## src/rtl/ivs_pkg.sv

```systemverilog
// Shared types for the IVS slot command fetcher: FSM states and error causes.
package ivs_pkg;

  localparam int unsigned ERR_W = 2;

  typedef enum logic [1:0] {
    ST_IDLE = 2'd0,
    ST_AR   = 2'd1,
    ST_DATA = 2'd2,
    ST_OUT  = 2'd3
  } ivs_state_e;

  typedef enum logic [ERR_W-1:0] {
    ERR_NONE       = 2'd0,
    ERR_EARLY_LAST = 2'd1,
    ERR_MISS_LAST  = 2'd2,
    ERR_TMO        = 2'd3
  } ivs_err_e;

endpackage

```

## src/rtl/ivs_cmd_decode.sv

```systemverilog
// Combinational field decode of a slot command descriptor (words 0..5).
module ivs_cmd_decode #(
  parameter int unsigned CMD_WORDS = 6
) (
  input  logic [CMD_WORDS*32-1:0] cmd_raw_i,
  output logic [2:0]              frm_mode_o,
  output logic [2:0]              frm_format_o,
  output logic [15:0]             frm_line_stride_o,
  output logic [15:0]             frm_width_o,
  output logic [15:0]             frm_height_o,
  output logic [15:0]             frm_x_steps_o,
  output logic [15:0]             frm_y_steps_o,
  output logic [31:0]             frm_i_base_o,
  output logic [31:0]             frm_o_base_o,
  output logic [15:0]             frm_x_stride_o,
  output logic [15:0]             frm_y_stride_o
);

  assign frm_mode_o        = cmd_raw_i[2:0];
  assign frm_format_o      = cmd_raw_i[5:3];
  assign frm_line_stride_o = cmd_raw_i[31:16];
  assign frm_width_o       = cmd_raw_i[47:32];
  assign frm_height_o      = cmd_raw_i[63:48];
  assign frm_x_steps_o     = cmd_raw_i[79:64];
  assign frm_y_steps_o     = cmd_raw_i[95:80];
  assign frm_i_base_o      = cmd_raw_i[127:96];
  assign frm_o_base_o      = cmd_raw_i[159:128];
  assign frm_x_stride_o    = cmd_raw_i[175:160];
  assign frm_y_stride_o    = cmd_raw_i[191:176];

  // w0[15:6] and any words past w5 are carried in cmd_raw only.
  logic unused_w0;
  assign unused_w0 = ^cmd_raw_i[15:6];

  if (CMD_WORDS > 6) begin : g_extra
    logic unused_hi;
    assign unused_hi = ^cmd_raw_i[CMD_WORDS*32-1:192];
  end

endmodule

```

## src/rtl/ivs_slot_cmd_fetch.sv

```systemverilog
// Slot command fetcher: one burst read per slot, descriptor assembly, framing checks.
// Optional data-phase watchdog enabled by defining IVS_CMD_TMO_EN.
module ivs_slot_cmd_fetch
  import ivs_pkg::*;
#(
  parameter int unsigned DW               = 64,
  parameter int unsigned ADDR_W           = 32,
  parameter int unsigned SLOT_W           = 5,
  parameter int unsigned CMD_WORDS        = 6,
  parameter int unsigned SLOT_STRIDE_LOG2 = 5,
  parameter int unsigned TMO_CYC          = 1024
) (
  input  logic                    clk,
  input  logic                    rst,
  input  logic [ADDR_W-1:0]       cmd_base,
  input  logic                    fetch_vld,
  input  logic [SLOT_W-1:0]       fetch_slot,
  output logic                    fetch_rdy,
  output logic                    ar_vld,
  input  logic                    ar_rdy,
  output logic [ADDR_W-1:0]       ar_addr,
  output logic [7:0]              ar_len,
  input  logic                    r_vld,
  input  logic                    r_last,
  input  logic [DW-1:0]           r_data,
  output logic                    r_rdy,
  output logic                    cmd_vld,
  input  logic                    cmd_rdy,
  output logic                    cmd_err,
  output logic [1:0]              cmd_err_code,
  output logic [SLOT_W-1:0]       cmd_slot,
  output logic [CMD_WORDS*32-1:0] cmd_raw,
  output logic [2:0]              frm_mode,
  output logic [2:0]              frm_format,
  output logic [15:0]             frm_line_stride,
  output logic [15:0]             frm_width,
  output logic [15:0]             frm_height,
  output logic [15:0]             frm_x_steps,
  output logic [15:0]             frm_y_steps,
  output logic [31:0]             frm_i_base,
  output logic [31:0]             frm_o_base,
  output logic [15:0]             frm_x_stride,
  output logic [15:0]             frm_y_stride
);

  localparam int unsigned RAW_W  = CMD_WORDS * 32;
  localparam int unsigned BEATS  = RAW_W / DW;
  localparam int unsigned BCNT_W = $clog2(BEATS + 1);

  ivs_state_e        state_q, state_d;
  logic [ADDR_W-1:0] addr_q, addr_d;
  logic [SLOT_W-1:0] slot_q, slot_d;
  logic [RAW_W-1:0]  raw_q, raw_d;
  logic [BCNT_W-1:0] beat_q, beat_d;
  ivs_err_e          err_q, err_d;
  logic              fetch_rdy_q, ar_vld_q, r_rdy_q, cmd_vld_q, cmd_err_q;
  logic              tmo_hit_c;

`ifdef IVS_CMD_TMO_EN
  localparam int unsigned TMO_W = $clog2(TMO_CYC + 1);

  logic [TMO_W-1:0] tmo_q, tmo_d;

  // Idle-cycle counter for the data phase; any beat restarts it.
  always_comb begin
    tmo_d = '0;
    if (state_q == ST_DATA && !r_vld) begin
      tmo_d = (tmo_q == TMO_W'(TMO_CYC)) ? tmo_q : tmo_q + TMO_W'(1);
    end
  end

  assign tmo_hit_c = (state_q == ST_DATA) && !r_vld && (tmo_q == TMO_W'(TMO_CYC - 1));

  always_ff @(posedge clk) begin
    if (rst) tmo_q <= '0;
    else     tmo_q <= tmo_d;
  end
`else
  localparam int unsigned tmo_cyc_unused = TMO_CYC;
  assign tmo_hit_c = 1'b0;
`endif

  // Next-state and datapath updates.
  always_comb begin
    state_d = state_q;
    addr_d  = addr_q;
    slot_d  = slot_q;
    raw_d   = raw_q;
    beat_d  = beat_q;
    err_d   = err_q;
    unique case (state_q)
      ST_IDLE: begin
        if (fetch_vld) begin
          addr_d  = cmd_base + (ADDR_W'(fetch_slot) << SLOT_STRIDE_LOG2);
          slot_d  = fetch_slot;
          beat_d  = '0;
          err_d   = ERR_NONE;
          state_d = ST_AR;
        end
      end
      ST_AR: begin
        if (ar_rdy) state_d = ST_DATA;
      end
      ST_DATA: begin
        if (r_vld) begin
          if (beat_q < BCNT_W'(BEATS)) begin
            for (int unsigned b = 0; b < BEATS; b++) begin
              if (beat_q == BCNT_W'(b)) raw_d[b*DW +: DW] = r_data;
            end
            beat_d = beat_q + BCNT_W'(1);
          end
          if (r_last) begin
            if (beat_q < BCNT_W'(BEATS - 1) && err_q == ERR_NONE) err_d = ERR_EARLY_LAST;
            state_d = ST_OUT;
          end else if (beat_q == BCNT_W'(BEATS - 1) && err_q == ERR_NONE) begin
            err_d = ERR_MISS_LAST;
          end
        end else if (tmo_hit_c) begin
          if (err_q == ERR_NONE) err_d = ERR_TMO;
          state_d = ST_OUT;
        end
      end
      ST_OUT: begin
        if (cmd_rdy) state_d = ST_IDLE;
      end
      default: state_d = ST_IDLE;
    endcase
  end

  // Handshake flags are registered from the next state so they align with it.
  always_ff @(posedge clk) begin
    if (rst) begin
      state_q     <= ST_IDLE;
      addr_q      <= '0;
      slot_q      <= '0;
      raw_q       <= '0;
      beat_q      <= '0;
      err_q       <= ERR_NONE;
      fetch_rdy_q <= 1'b1;
      ar_vld_q    <= 1'b0;
      r_rdy_q     <= 1'b1;
      cmd_vld_q   <= 1'b0;
      cmd_err_q   <= 1'b0;
    end else begin
      state_q     <= state_d;
      addr_q      <= addr_d;
      slot_q      <= slot_d;
      raw_q       <= raw_d;
      beat_q      <= beat_d;
      err_q       <= err_d;
      fetch_rdy_q <= (state_d == ST_IDLE);
      ar_vld_q    <= (state_d == ST_AR);
      r_rdy_q     <= (state_d != ST_AR);
      cmd_vld_q   <= (state_d == ST_OUT);
      cmd_err_q   <= (err_d != ERR_NONE);
    end
  end

  assign fetch_rdy    = fetch_rdy_q;
  assign ar_vld       = ar_vld_q;
  assign ar_addr      = addr_q;
  assign ar_len       = 8'(BEATS - 1);
  assign r_rdy        = r_rdy_q;
  assign cmd_vld      = cmd_vld_q;
  assign cmd_err      = cmd_err_q;
  assign cmd_err_code = err_q;
  assign cmd_slot     = slot_q;
  assign cmd_raw      = raw_q;

  ivs_cmd_decode #(.CMD_WORDS(CMD_WORDS)) u_decode (
    .cmd_raw_i         (raw_q),
    .frm_mode_o        (frm_mode),
    .frm_format_o      (frm_format),
    .frm_line_stride_o (frm_line_stride),
    .frm_width_o       (frm_width),
    .frm_height_o      (frm_height),
    .frm_x_steps_o     (frm_x_steps),
    .frm_y_steps_o     (frm_y_steps),
    .frm_i_base_o      (frm_i_base),
    .frm_o_base_o      (frm_o_base),
    .frm_x_stride_o    (frm_x_stride),
    .frm_y_stride_o    (frm_y_stride)
  );

endmodule

```

## config.mk

```make
export PLATFORM = sky130hd
export DESIGN_NAME = ivs_slot_cmd_fetch
export DESIGN_NICKNAME = d
export VERILOG_FILES = /design/src/rtl/ivs_pkg.sv /design/src/rtl/ivs_cmd_decode.sv /design/src/rtl/ivs_slot_cmd_fetch.sv
export SDC_FILE = /design/constraint.sdc
export NUM_CORES = 1
export LEC_CHECK = 0
export BUFFER_PORTS_ARGS = -buffer_cell sky130_fd_sc_hd__buf_2
export CORE_AREA = 2 2 207 209
export CTS_CLUSTER_DIAMETER = 200
export DETAILED_ROUTE_END_ITERATION = 8
export DIE_AREA = 0 0 209 211
export HOLD_SLACK_MARGIN = 0.03
export PLACE_DENSITY = 0.54
export SYNTH_ARGS = -nofsm -noshare
export SYNTH_HDL_FRONTEND = slang
export SYNTH_SLANG_ARGS = --single-unit
```

## constraint.sdc

```tcl
create_clock -name clk -period 1.85 [get_ports clk]
set_input_delay 0.185 -clock clk [delete_from_list [all_inputs] [get_ports clk]]
set_output_delay 0.185 -clock clk [all_outputs]
set_load 0.01 [all_outputs]
```

# Yosys cells after proc, flatten, opt, wreduce, memory -nomap -nowiden
# Cells that the tools add are included.
# totals
out_inout_bits	426
input_bits	108
register_bits	240
word_cells	57
# classes
n_mux	16
eq_ne	11
n_reduce_logical	13
magnitude_cmp	2
add_sub_neg	2
# ops
operator	n
32-bit by 10-bit adder with 32-bit output	1
2-bit 2-to-1 mux	13
4-bit AND reduction	4
2-bit equality test, second input constant	4
2-bit zero test	4
2-bit one-hot mux with 2 select lines	2
2-bit one-hot mux with 4 select lines	1
2-bit by 1-bit equality test with 1-bit output, second input constant	3
2-bit inequality test, second input constant	3
2-bit less-than comparator, second input constant	2
2-bit nonzero test	2
2-bit by 1-bit adder with 2-bit output, second input constant	1
1-bit logical AND	2
2-bit by 1-bit inequality test with 1-bit output, second input constant	1
2-bit AND reduction	1

# Longest topological paths before layout
# Gate-level depths: netlist of run 1.
# logic_depth
ltp_word	7
mapped_depth	9
depth_no_buf	8

# By module
# From an unflattened synthesis of run 1, not the netlist that was laid out.
# hier_totals
cells_unflattened	1314
area_unflattened_um2	10462.5
# modules_own_cells
module	n_inst	cells_each	area_per_inst_um2	seq_area_each_um2
ivs_slot_cmd_fetch	1	1132	9096.2	4804.6
ivs_cmd_decode	1	182	1366.3	0.0

# Least setup slack after synthesis of run 1
# Ideal clock, no wire load.
# synth_timing
path_type	input port to flip-flop
from	in cmd_base[5]
to	reg addr_q[31] (netlist: ar_addr[31])
setup_slack_ps	-61
n_path_buf	1
path_stages	9
setup_time_ps	86
t_arrival_ps	1825
required_time_ps	1764
path_cell_list	ha_1 inv_1 fa_1 nor2b_1 o31a_1 clkbuf_1 o2111ai_1 xor2_1 a211oi_1
# synth_via
elab_chain_len	1
# synth_rtl
item	line_no	source
start: declaration	ivs_slot_cmd_fetch.sv:15	input logic [ADDR_W-1:0] cmd_base,
32-bit by 10-bit adder with 32-bit output	ivs_slot_cmd_fetch.sv:94	addr_d = cmd_base + (ADDR_W'(fetch_slot) << SLOT_STRIDE_LOG2);
end signal: assignment	ivs_slot_cmd_fetch.sv:146	addr_q <= addr_d;
end: declaration	ivs_slot_cmd_fetch.sv:51	logic [ADDR_W-1:0] addr_q, addr_d;
# Every way passes these cells.
# A chain may end at the register's enable or synchronous reset.

# Worst setup path after layout of run 1
# layout_timing
from	in fetch_slot[1]
to	reg addr_q[26] (netlist: ar_addr[26])
# layout_via
elab_chain_len	1
# layout_rtl
item	line_no	source
start: declaration	ivs_slot_cmd_fetch.sv:17	input logic [SLOT_W-1:0] fetch_slot,
32-bit by 10-bit adder with 32-bit output	ivs_slot_cmd_fetch.sv:94	
# Every way passes these cells.

==> out/summary.md, run 1 <==
## Floorplan
* 534 — Top Ports
* 41800 um2 — Core Area
* 211 um — chip height
* 75 — number of rows created at floorplan
* 24.8% — Initial Utilization
* 209 um — Die X
* 44100 um2 — floorplan die area

## Status
* finished, final reports clean — status

## Synthesis
* 10400 um2 — post-synthesis cell area
* 41 — count of different cell masters after synthesis
* 0% — share of async-settable or async-resettable flops after synthesis
* sky130_fd_sc_hd__dfxtp_1, sky130_fd_sc_hd__nand2_1, sky130_fd_sc_hd__buf_4 — ranking of synthesized cells by area
* 0 — yosys synthesis warning count
* 1317 — cells after synthesis
* 0 — number of synthesized flops with an enable pin
* 46.4% — fraction of the yosys area taken by sequential cells
* sky130_fd_sc_hd__dfxtp_1 — library cell occupying the most area in the post-synthesis netlist
* 7.86 um2 — synthesized area per cell
* 240 — number of synthesized register bits
* sky130_fd_sc_hd__dfxtp_1 — dominant synthesized flop cell
* 46.4% — area fraction of the dominant cell type after synthesis

## Timing
* 97.4% — share of the clock period used by the worst path
* 555 MHz — Max Clock Freq
* true — setup repair after global routing missed its margin
* 1800 ps — min cycle time layout
* 0 — number of hold-slack violations in the final timing report
* 0 — setup violation total in the final timing report
* 14.1 ps — final clock skew
* 0 — max-slew violation total from the final report

## Worst setup path
* buf_2 -> dlygate4sd3_1 -> buf_4 -> ha_1 -> a21oi_1 -> o21a_1 -> buf_4 -> nor4b_4 -> xnor2_1 -> o21ai_2 — cell-by-cell listing of the critical path
* 2240 ps — arrival time at the worst endpoint
* 550 ps — stage delay of the slowest cell on the critical path
* sky130_fd_sc_hd__dlygate4sd3_1 — slowest cell on the critical path
* 3 — highest fanout seen on the critical path
* 2290 ps — required time of the worst setup path
* primary input — Critical Path Source Type
* flop — Worst setup EP type
* sky130_fd_sc_hd__buf_4 — most numerous cell on the critical path
* primary input to flop — worst setup path category

## Detailed routing
* 0 — post-route antenna net violation count
* 4.42 — via-per-instance ratio
* 10200 — routed via count
* 38.4 mm — aggregate routed wire length
* 5 — number of optimization iterations in the first detailed-route pass
* 0 — total DRC errors in the routed layout
* 16.6 um — per-cell routed wire length
* 608 — first-iteration detailed-routing DRC count

## Power and ir drop
* 12.4 mW — final total power
* 526 uV — VDD IR max
* 9.9% — share of total power in combinational logic
* 43.4% — sequential group share of total power
* 3.02 mW — net switching power of the design
* 861 nW/um2 — PD cells
* 24.3% — switching share of power
* 46.8% — part of the power in the clock network
* 9.39 mW — Int Power
* 6.68 nW — Leak

## Global route
* 9461 — number of global-route vias before repair
* 56.0 mm — wire length of the first global-routing pass
* 85 — maximum number of pins on one net before global-route repair
* 16.4% — total track usage
* 0 — total grt overflow
* 2 — antenna violations before repair

## Clocking
* sky130_fd_sc_hd__clkbuf_16 — Root Buffer Master
* yes — TritonCTS clock tree
* 28 — number of clock buffers inserted by TritonCTS
* 3 — maximum count of clock buffers along a single path
* 1 — H-Tree Level Count
* 60 ps — clock-pin slew of the registers on the worst-case setup and hold paths
* 550 ps — insertion delay to the later sink of the worst-skew pair
* 240 — number of clock sinks

## Layout
* 2306 — final cell count without fillers
* sky130_fd_sc_hd__buf_2 — most common library cell in the layout ignoring fill and taps
* 39.1% — area added between synthesis and finish
* 0 — n_diodes
* sky130_fd_sc_hd__buf_2, sky130_fd_sc_hd__nand2_1, sky130_fd_sc_hd__dfxtp_1 — most used cells in the layout excluding fill and tap cells
* 4800 um2 — Sequential Area
* 4315 — filler cell count in the final layout
* 1864 — nets@finish
* 3890 um2 — Multi-input gate area
* 35.4% — fraction of final layout cells with drive strength greater than 1

## Job
* 0 — reported max-cap violation count

## Placement
* 525 — I/O Buffers
* 0.848 — final weighted congestion of routability-driven global placement
* 27.7 mm — detailed placer's ending HPWL
* 2156 — instance count after placement with tap cells included

## Min path
* primary input to flop — type of the most critical hold path

worst max-delay path, delay by kind of cell:
kind	cells	cell delay (ps)
compound gates	3	360
xor+xnor	1	180
fa+ha+maj	1	280
simple gates	1	270
buf+inv	4	960
timing repair:
item / in CTS / in global routing
buffers inserted: 0 / 0
setup endpoints to repair: 0 / 90
resized for setup: 0 / 9
endpoints found under the hold margin: 230 / 0
hold buffers: 99 / 0
power groups by stage:
stage                     clock, mW  sequential (mW)  combinational, mW
final                          5.80             5.38               1.22
after global routing           6.21             5.39               1.33
after CTS                      6.01             5.38               1.22
after detailed placement          0             5.49               1.05
after global placement            0             5.49               1.04
after floorplan                   0             5.53              0.490
cells by family after synthesis:
family | after synthesis | share of synthesized area [%]
AOI/OAI and AO/OA | 261 | 13.5
xor gates and xnor gates | 21 | 1.78
adders and majority gates | 10 | 1.28
buffers and inverters | 273 | 16.9
DFF | 240 | 46.4
muxes | 3 | 0.290
other | 2 | 0.0725
and+or+nand+nor | 507 | 19.7
sequential cells by signal, summed over array words and instances, names as in the netlist, 2 cells and up:
name	count
beat_q	2
ar_addr	32
state_q	2
cmd_raw	192
cmd_err_code	2
cmd_slot	5
Yosys cell counts, types with 8 or more instances:
master and n:
sky130_fd_sc_hd__dfxtp_1 240, sky130_fd_sc_hd__nor3_1 8, sky130_fd_sc_hd__a21oi_1 216, sky130_fd_sc_hd__buf_2 10, sky130_fd_sc_hd__nand2_1 427, sky130_fd_sc_hd__buf_1 11, sky130_fd_sc_hd__nand3_1 8, sky130_fd_sc_hd__buf_4 190
sky130_fd_sc_hd__o21ai_0 11, sky130_fd_sc_hd__xor2_1 14, sky130_fd_sc_hd__ha_1 9, sky130_fd_sc_hd__nor2_1 31, sky130_fd_sc_hd__a211oi_1 18, sky130_fd_sc_hd__clkbuf_1 55
path summary, 6_finish.rpt:
path / startpoint / endpoint / slack (ps) / cells past startpoint
worst max-delay path: fetch_slot[1] / ar_addr[26] / 50 / 10
worst min-delay path: fetch_vld / cmd_err_code[1] / 60 / 4
worst max register to register: beat_q[1] / cmd_raw[98] / 140 / 7
worst min register to register: cmd_raw[11] / cmd_raw[11] / 450 / 2
metal layers:
| metal | part of all wire [%] | vias up | wire, um | track usage, % |
|---|---|---|---|---|
| met2 | 48 | 460 | 18600 | 28.4 |
| met5 | 0.070 | - | 27 | 0 |
| li1 | - | 4948 | - | - |
| met3 | 6.9 | 63 | 2670 | 3.37 |
| met1 | 41 | 4714 | 15700 | 19.7 |
| met4 | 3.8 | 4 | 1460 | 6.82 |
metrics by stage:
| step | util [%] | worst slack [ps] | hold WS, ps | instance area [um2] | setup TNS, ps |
|---|---|---|---|---|---|
| 2_1_floorplan | - | 39.8 | 321 | 10400 | 0 |
| 3_3_place_gp | 29.7 | -243 | 427 | 12400 | -1910 |
| 3_5_place_dp | 29.7 | -303 | 439 | 12400 | -2600 |
| 4_1_cts | 34.4 | 27.4 | 32.0 | 14400 | 0 |
| 5_1_grt | 34.5 | -5.61 | 48.9 | 14400 | -11.2 |
| 6_report | 34.5 | 47.3 | 57.6 | 14400 | 0 |
final cells by class:
class / instances / area share [%]
inverter: 7 / 0.182
multi-input combinational: 810 / 27.0
sequential: 240 / 33.4
timing repair buffer: 659 / 28.0
clock inverter: 11 / 0.947
tap: 539 / 4.68
clock buffer: 40 / 5.81
No activity file was read; power rests on OpenSTA's default activity.
==> inputs of run 2 (changes only) <==
--- a/config.mk
+++ b/config.mk
@@ -10,6 +10,7 @@
 export CTS_CLUSTER_DIAMETER = 200
 export DETAILED_ROUTE_END_ITERATION = 8
 export DIE_AREA = 0 0 209 211
+export GPL_TIMING_DRIVEN = 0
 export HOLD_SLACK_MARGIN = 0.03
 export PLACE_DENSITY = 0.54
 export SYNTH_ARGS = -nofsm -noshare
==> run 2 against run 1 <==
  * Fmax up 2.2%
  * Clock skew shrank 4.8 ps
  * Wire length grew 11%
  * Hold slack about the same
  * Critical path type unchanged
  * Global-route usage grew 1.8 points
  * Sequential share of layout area decreased by 3.0 points
  * Die area stayed put
  * Non-clock buffer count rose by 230
  * Critical path depth unchanged
==> out/summary.md, run 2 (synthesized netlist as in run 1, its figures left out) <==
## Placement
* -757 ps — worst slack at placement
* 0.848 — final weighted congestion of routability-driven global placement
* 2386 — instance count after placement with tap cells included
* 32.8 mm — detailed placer's ending HPWL
* 13700 um2 — Post-DP Area
* 524 — I/O Buffers

## Worst setup path
* buf_2 -> ha_1 -> inv_1 -> fa_1 -> nor2b_1 -> o31a_1 -> buf_2 -> o2111ai_1 -> xor2_1 -> a211oi_1 — cell-by-cell listing of the critical path
* primary input to flop — worst setup path category
* 3 — worst path bufs/invs
* 10 — highest fanout seen on the critical path
* 7 — number of cells on the worst reg-to-reg path
* ar_addr[31] — Worst setup endpoint
* 110 ps — setup slack of the most critical reg-to-reg path
* fetch_slot[0] — CP Launch Point
* adder cells — cell class contributing the biggest share of worst-path delay
* 10 — CP Depth
* 2300 ps — required time of the worst setup path
* primary input — Critical Path Source Type
* flop — Worst setup EP type
* sky130_fd_sc_hd__fa_1 — slowest cell on the critical path
* beat_q[1] — critical register-to-register path startpoint
* 2210 ps — arrival time at the worst endpoint
* sky130_fd_sc_hd__buf_2 — most numerous cell on the critical path
* 420 ps — stage delay of the slowest cell on the critical path
* cmd_raw[5] — Reg-to-Reg End

## Timing
* 0 ps — final total negative setup slack
* 0 — number of hold-slack violations in the final timing report
* 95.4% — share of the clock period used by the worst path
* 85.3 ps — slack of the critical path
* 567 MHz — Max Clock Freq
* 0 — setup violation total in the final timing report
* 24.0% — relative slew slack
* 0 — max-slew violation total from the final report
* 1140 ps — transition time at the pin with the least slew margin
* 1760 ps — min cycle time layout
* 57.5 ps — Min Hold Slack
* 9.28 ps — final clock skew

## Floorplan
* 44100 um2 — floorplan die area
* 41800 um2 — Core Area
* 209 um — Die X
* 24.8% — Initial Utilization
* 534 — Top Ports
* 211 um — chip height
* 75 — number of rows created at floorplan

## Global route
* 61.6 mm — wire length of the first global-routing pass
* 18.2% — total track usage
* 10300 — number of global-route vias before repair
* 15 — maximum number of pins on one net before global-route repair
* 0 — total grt overflow
* 1 — antenna violations before repair

## Detailed routing
* 5 — number of optimization iterations in the first detailed-route pass
* 4.33 — via-per-instance ratio
* 11000 — routed via count
* 16.8 um — per-cell routed wire length
* 0 — post-route antenna net violation count
* 0 — total DRC errors in the routed layout
* 476 — first-iteration detailed-routing DRC count
* 42.5 mm — aggregate routed wire length

## Layout
* sky130_fd_sc_hd__buf_2 — most common library cell in the layout ignoring fill and taps
* 52.6% — area added between synthesis and finish
* sky130_fd_sc_hd__buf_2, sky130_fd_sc_hd__nand2_1, sky130_fd_sc_hd__dfxtp_1 — most used cells in the layout excluding fill and tap cells
* 15800 um2 — final design area excluding fillers
* 41.7% — fraction of final layout cells with drive strength greater than 1
* 0 — n_diodes
* 37.8% — post-layout util
* 2093 — nets@finish
* 192 — flip-flop count of the largest register, all copies and words added
* 2534 — final cell count without fillers

## Power and ir drop
* 24.8% — switching share of power
* 7.68 nW — Leak
* 10.3% — share of total power in combinational logic
* 46.1% — part of the power in the clock network
* 782 nW/um2 — PD cells
* 12.4 mW — final total power
* 592 uV — VDD IR max
* 9.30 mW — Int Power
* 43.6% — sequential group share of total power
* 3.06 mW — net switching power of the design

## Clocking
* 1 — H-Tree Level Count
* 3 — maximum count of clock buffers along a single path
* sky130_fd_sc_hd__clkbuf_16 — Root Buffer Master
* 60 ps — clock-pin slew of the registers on the worst-case setup and hold paths
* 27 — number of clock buffers inserted by TritonCTS
* yes — TritonCTS clock tree
* 540 ps — insertion delay to the later sink of the worst-skew pair
* 240 — number of clock sinks

## Min path
* primary input to flop — type of the most critical hold path

## Job
* 0 — reported max-cap violation count

## Status
* finished, final reports clean — status

[run 2: cell types whose count changed in the layout (fill, tap and decap cells not counted), sizes merged]
cell and delta:
clkbuf +45, dlygate4sd3 -4, clkinvlp +7, bufinv +2
inv -1, buf +179
[run 2: timing repair]
item,4_1_cts,5_1_grt
resized for setup,53,27
cloned,0,0
pin swaps,2,1
endpoints found under the hold margin,222,0
setup buffers,5,1
setup endpoints to repair,212,211
hold buffers,95,0
[run 2: worst reg2reg max path, cell delays in order (launching register included)]
cell and delay [ps]:
sky130_fd_sc_hd__dfxtp_1 400, sky130_fd_sc_hd__ha_2 260, sky130_fd_sc_hd__nor2b_2 70, sky130_fd_sc_hd__and2_2 270
sky130_fd_sc_hd__nand2_8 180, sky130_fd_sc_hd__clkbuf_4 250, sky130_fd_sc_hd__nand2_1 70, sky130_fd_sc_hd__a21oi_1 170
[run 2: worst min path at each step]
stage	to	depth (start not counted)	startpoint
floorplan	ar_addr[0]	2	cmd_base[0]
global placement	ar_addr[0]	3	cmd_base[0]
detailed placement	ar_addr[3]	3	cmd_base[3]
CTS	ar_addr[13]	3	cmd_base[13]
global route	ar_addr[19]	3	cmd_base[19]
finish	cmd_err_code[0]	2	rst
[run 2: per-layer routing]
layer / GRT usage [%] / up-vias / routed length, um
met3: 3.32 / 46 / 2520
met5: 0 / - / 13
met2: 33.5 / 403 / 21700
li1: - / 5422 / -
met1: 21.8 / 5099 / 17400
met4: 4.36 / 2 / 817
[run 2: power by group through the flow]
stage	Sequential (mW)	Clock (mW)	Combinational, mW
final	5.39	5.69	1.27
after floorplan	5.53	0	0.490
after CTS	5.39	5.84	1.27
after detailed placement	5.49	0	1.10
after global placement	5.49	0	1.10
after global routing	5.40	6.07	1.39
[run 2: layout make-up]
type                    count  area (um2)
fillers                  4356       26000
flip-flops and latches    240        4800
multi-input cells         810        3890
repair buffers            625        3640
plain buffers             264        1820
clock buffers              30         707
well taps                 539         674
clock inverters            19         241
inverters                   7        26.3
==> inputs of run 3 (changes only) <==
--- a/config.mk
+++ b/config.mk
@@ -5,14 +5,14 @@
 export SDC_FILE = /design/constraint.sdc
 export NUM_CORES = 1
 export LEC_CHECK = 0
-export BUFFER_PORTS_ARGS = -buffer_cell sky130_fd_sc_hd__buf_2
 export CORE_AREA = 2 2 207 209
 export CTS_CLUSTER_DIAMETER = 200
 export DETAILED_ROUTE_END_ITERATION = 8
 export DIE_AREA = 0 0 209 211
+export DONT_BUFFER_PORTS = 1
 export GPL_TIMING_DRIVEN = 0
 export HOLD_SLACK_MARGIN = 0.03
-export PLACE_DENSITY = 0.54
+export PLACE_DENSITY = 0.41
 export SYNTH_ARGS = -nofsm -noshare
 export SYNTH_HDL_FRONTEND = slang
 export SYNTH_SLANG_ARGS = --single-unit
==> constraint.sdc (replaced) <==
create_clock -name clk -period 2.3 [get_ports clk]
set_input_delay 0.23 -clock clk [delete_from_list [all_inputs] [get_ports clk]]
set_output_delay 0.23 -clock clk [all_outputs]
set_load 0.01 [all_outputs]
==> run 3 against run 2 <==
  * Sequential power fell by 18%
  * Sequential share of layout area grew 6.3 points
  * Count of clock-buffer cells in the layout up 16
  * Highest routed layer is now met4
==> out/summary.md, run 3 (synthesized netlist as in run 1, its figures left out) <==
## Status
* finished, final reports clean — status

## Worst setup path
* 2790 ps — required time of the worst setup path
* 10 — highest fanout seen on the critical path
* flop — Critical Path Source Type
* 2580 ps — arrival time at the worst endpoint
* flop to flop — worst setup path category
* flop — Worst setup EP type

## Clocking
* 1 — H-Tree Level Count
* 3 — maximum count of clock buffers along a single path
* yes — TritonCTS clock tree
* 240 — number of clock sinks
* 60 ps — clock-pin slew of the registers on the worst-case setup and hold paths
* 29 — number of clock buffers inserted by TritonCTS
* sky130_fd_sc_hd__clkbuf_16 — Root Buffer Master
* 570 ps — insertion delay to the later sink of the worst-skew pair

## Timing
* 1030 ps — transition time at the pin with the least slew margin
* 211 ps — slack of the critical path
* 19.6 ps — final clock skew
* 31.5% — relative slew slack
* 0 — number of hold-slack violations in the final timing report
* false — setup repair after global routing missed its margin
* 0 — setup violation total in the final timing report
* 479 MHz — Max Clock Freq
* 0 — max-slew violation total from the final report
* 90.8% — share of the clock period used by the worst path
* 2090 ps — min cycle time layout

## Detailed routing
* 8974 — routed via count
* 4.44 — via-per-instance ratio
* 6 — number of optimization iterations in the first detailed-route pass
* 338 — first-iteration detailed-routing DRC count
* 39.8 mm — aggregate routed wire length
* 0 — total DRC errors in the routed layout
* 0 — post-route antenna net violation count
* 19.7 um — per-cell routed wire length

## Floorplan
* 41800 um2 — Core Area
* 534 — Top Ports
* 211 um — chip height
* 44100 um2 — floorplan die area
* 209 um — Die X
* 24.8% — Initial Utilization
* 75 — number of rows created at floorplan

## Global route
* 15 — maximum number of pins on one net before global-route repair
* 20.0% — met1 capacity usage during global routing
* 0 — total grt overflow
* 56.8 mm — wire length of the first global-routing pass
* 8628 — number of global-route vias before repair
* 29.7% — routing usage on met2
* met2 — busiest metal layer after global routing
* 1 — antenna violations before repair
* 17.0% — total track usage
* 5.86% — GR met3 Demand/Resource

## Placement
* -381 ps — worst slack at placement
* 29.7 mm — detailed placer's ending HPWL
* 11100 um2 — Post-DP Area
* 0 — I/O Buffers
* 0.808 — final weighted congestion of routability-driven global placement
* 1862 — instance count after placement with tap cells included

## Layout
* sky130_fd_sc_hd__nand2_1 — most common library cell in the layout ignoring fill and taps
* 2023 — final cell count without fillers
* sky130_fd_sc_hd__nand2_1, sky130_fd_sc_hd__dfxtp_1, sky130_fd_sc_hd__a21oi_1 — most used cells in the layout excluding fill and tap cells
* 31.3% — post-layout util
* 18.6% — fraction of final layout cells with drive strength greater than 1
* 1580 — nets@finish
* 26.3% — area added between synthesis and finish
* 13100 um2 — final design area excluding fillers
* 192 — flip-flop count of the largest register, all copies and words added

## Power and ir drop
* 725 nW/um2 — PD cells
* 4.90 nW — Leak
* 9.49 mW — final total power
* 480 uV — VDD IR max

## Job
* 0 — reported max-cap violation count

## Min path
* primary input to flop — type of the most critical hold path

run 3: cell count changes in the layout (fill, tap and decap cells not counted), moves of 8 or more:
cell                            previous run  this run
sky130_fd_sc_hd__buf_2                   538        11
sky130_fd_sc_hd__clkbuf_1                 29        52
sky130_fd_sc_hd__clkbuf_2                 12        20
sky130_fd_sc_hd__clkbuf_4                 16         0
sky130_fd_sc_hd__dlygate4sd3_1            95       107
run 3: critical path, cell delays in order (launching register included):
cell,delay (ps)
sky130_fd_sc_hd__dfxtp_1,340
sky130_fd_sc_hd__ha_1,260
sky130_fd_sc_hd__nor2b_1,230
sky130_fd_sc_hd__and3_1,180
sky130_fd_sc_hd__buf_2,330
sky130_fd_sc_hd__buf_1,440
sky130_fd_sc_hd__nand2_1,100
sky130_fd_sc_hd__a21oi_1,150
run 3: routing by layer:
layer	wire [um]	part of all wire [%]
met1	16100	40
met2	19500	49
met3	3320	8.3
met4	941	2.4
met5	0	0
run 3: area by class of cell:
class / count / area (um2)
Sequential cell: 240 / 4800
Clock inverter: 6 / 43.8
Antenna cell: 1 / 2.50
Multi-Input combinational cell: 810 / 3840
Fill cell: 4511 / 28700
Timing Repair Buffer: 109 / 1100
Inverter: 7 / 26.3
Clock buffer: 46 / 850
Tap cell: 539 / 674
Buffer: 265 / 1750
run 3: worst paths after layout:
| path | slack (ps) | to | from | depth (start not counted) |
|---|---|---|---|---|
| hold / removal | 70 | ar_addr[17] | cmd_base[15] | 3 |
| hold reg to reg | 500 | cmd_raw[7] | cmd_raw[7] | 2 |
| setup / recovery | 210 | cmd_raw[77] | beat_q[0] | 7 |
| setup reg to reg | 210 | cmd_raw[77] | beat_q[0] | 7 |
run 3: metrics by stage:
stage | hold slack [ps] | TNS, ps
finish | 72.2 | 0
global route | 64.0 | 0
CTS | 36.0 | 0
detailed placement | 373 | -35610
global placement | 367 | -34210
floorplan | 366 | 0
run 3: power by group:
group	internal [mW]	switching (mW)
Clock	2.52	1.82
Combinational	0.307	0.449
Sequential	4.26	0.135
run 3: timing repair:
| item | 4_1_cts | 5_1_grt |
|---|---|---|
| pin swaps | 1 | 0 |
| setup buffers | 2 | 0 |
| endpoints found under the hold margin | 234 | 0 |
| hold buffers | 107 | 0 |
| setup endpoints to repair | 180 | 135 |
| resized for setup | 5 | 33 |
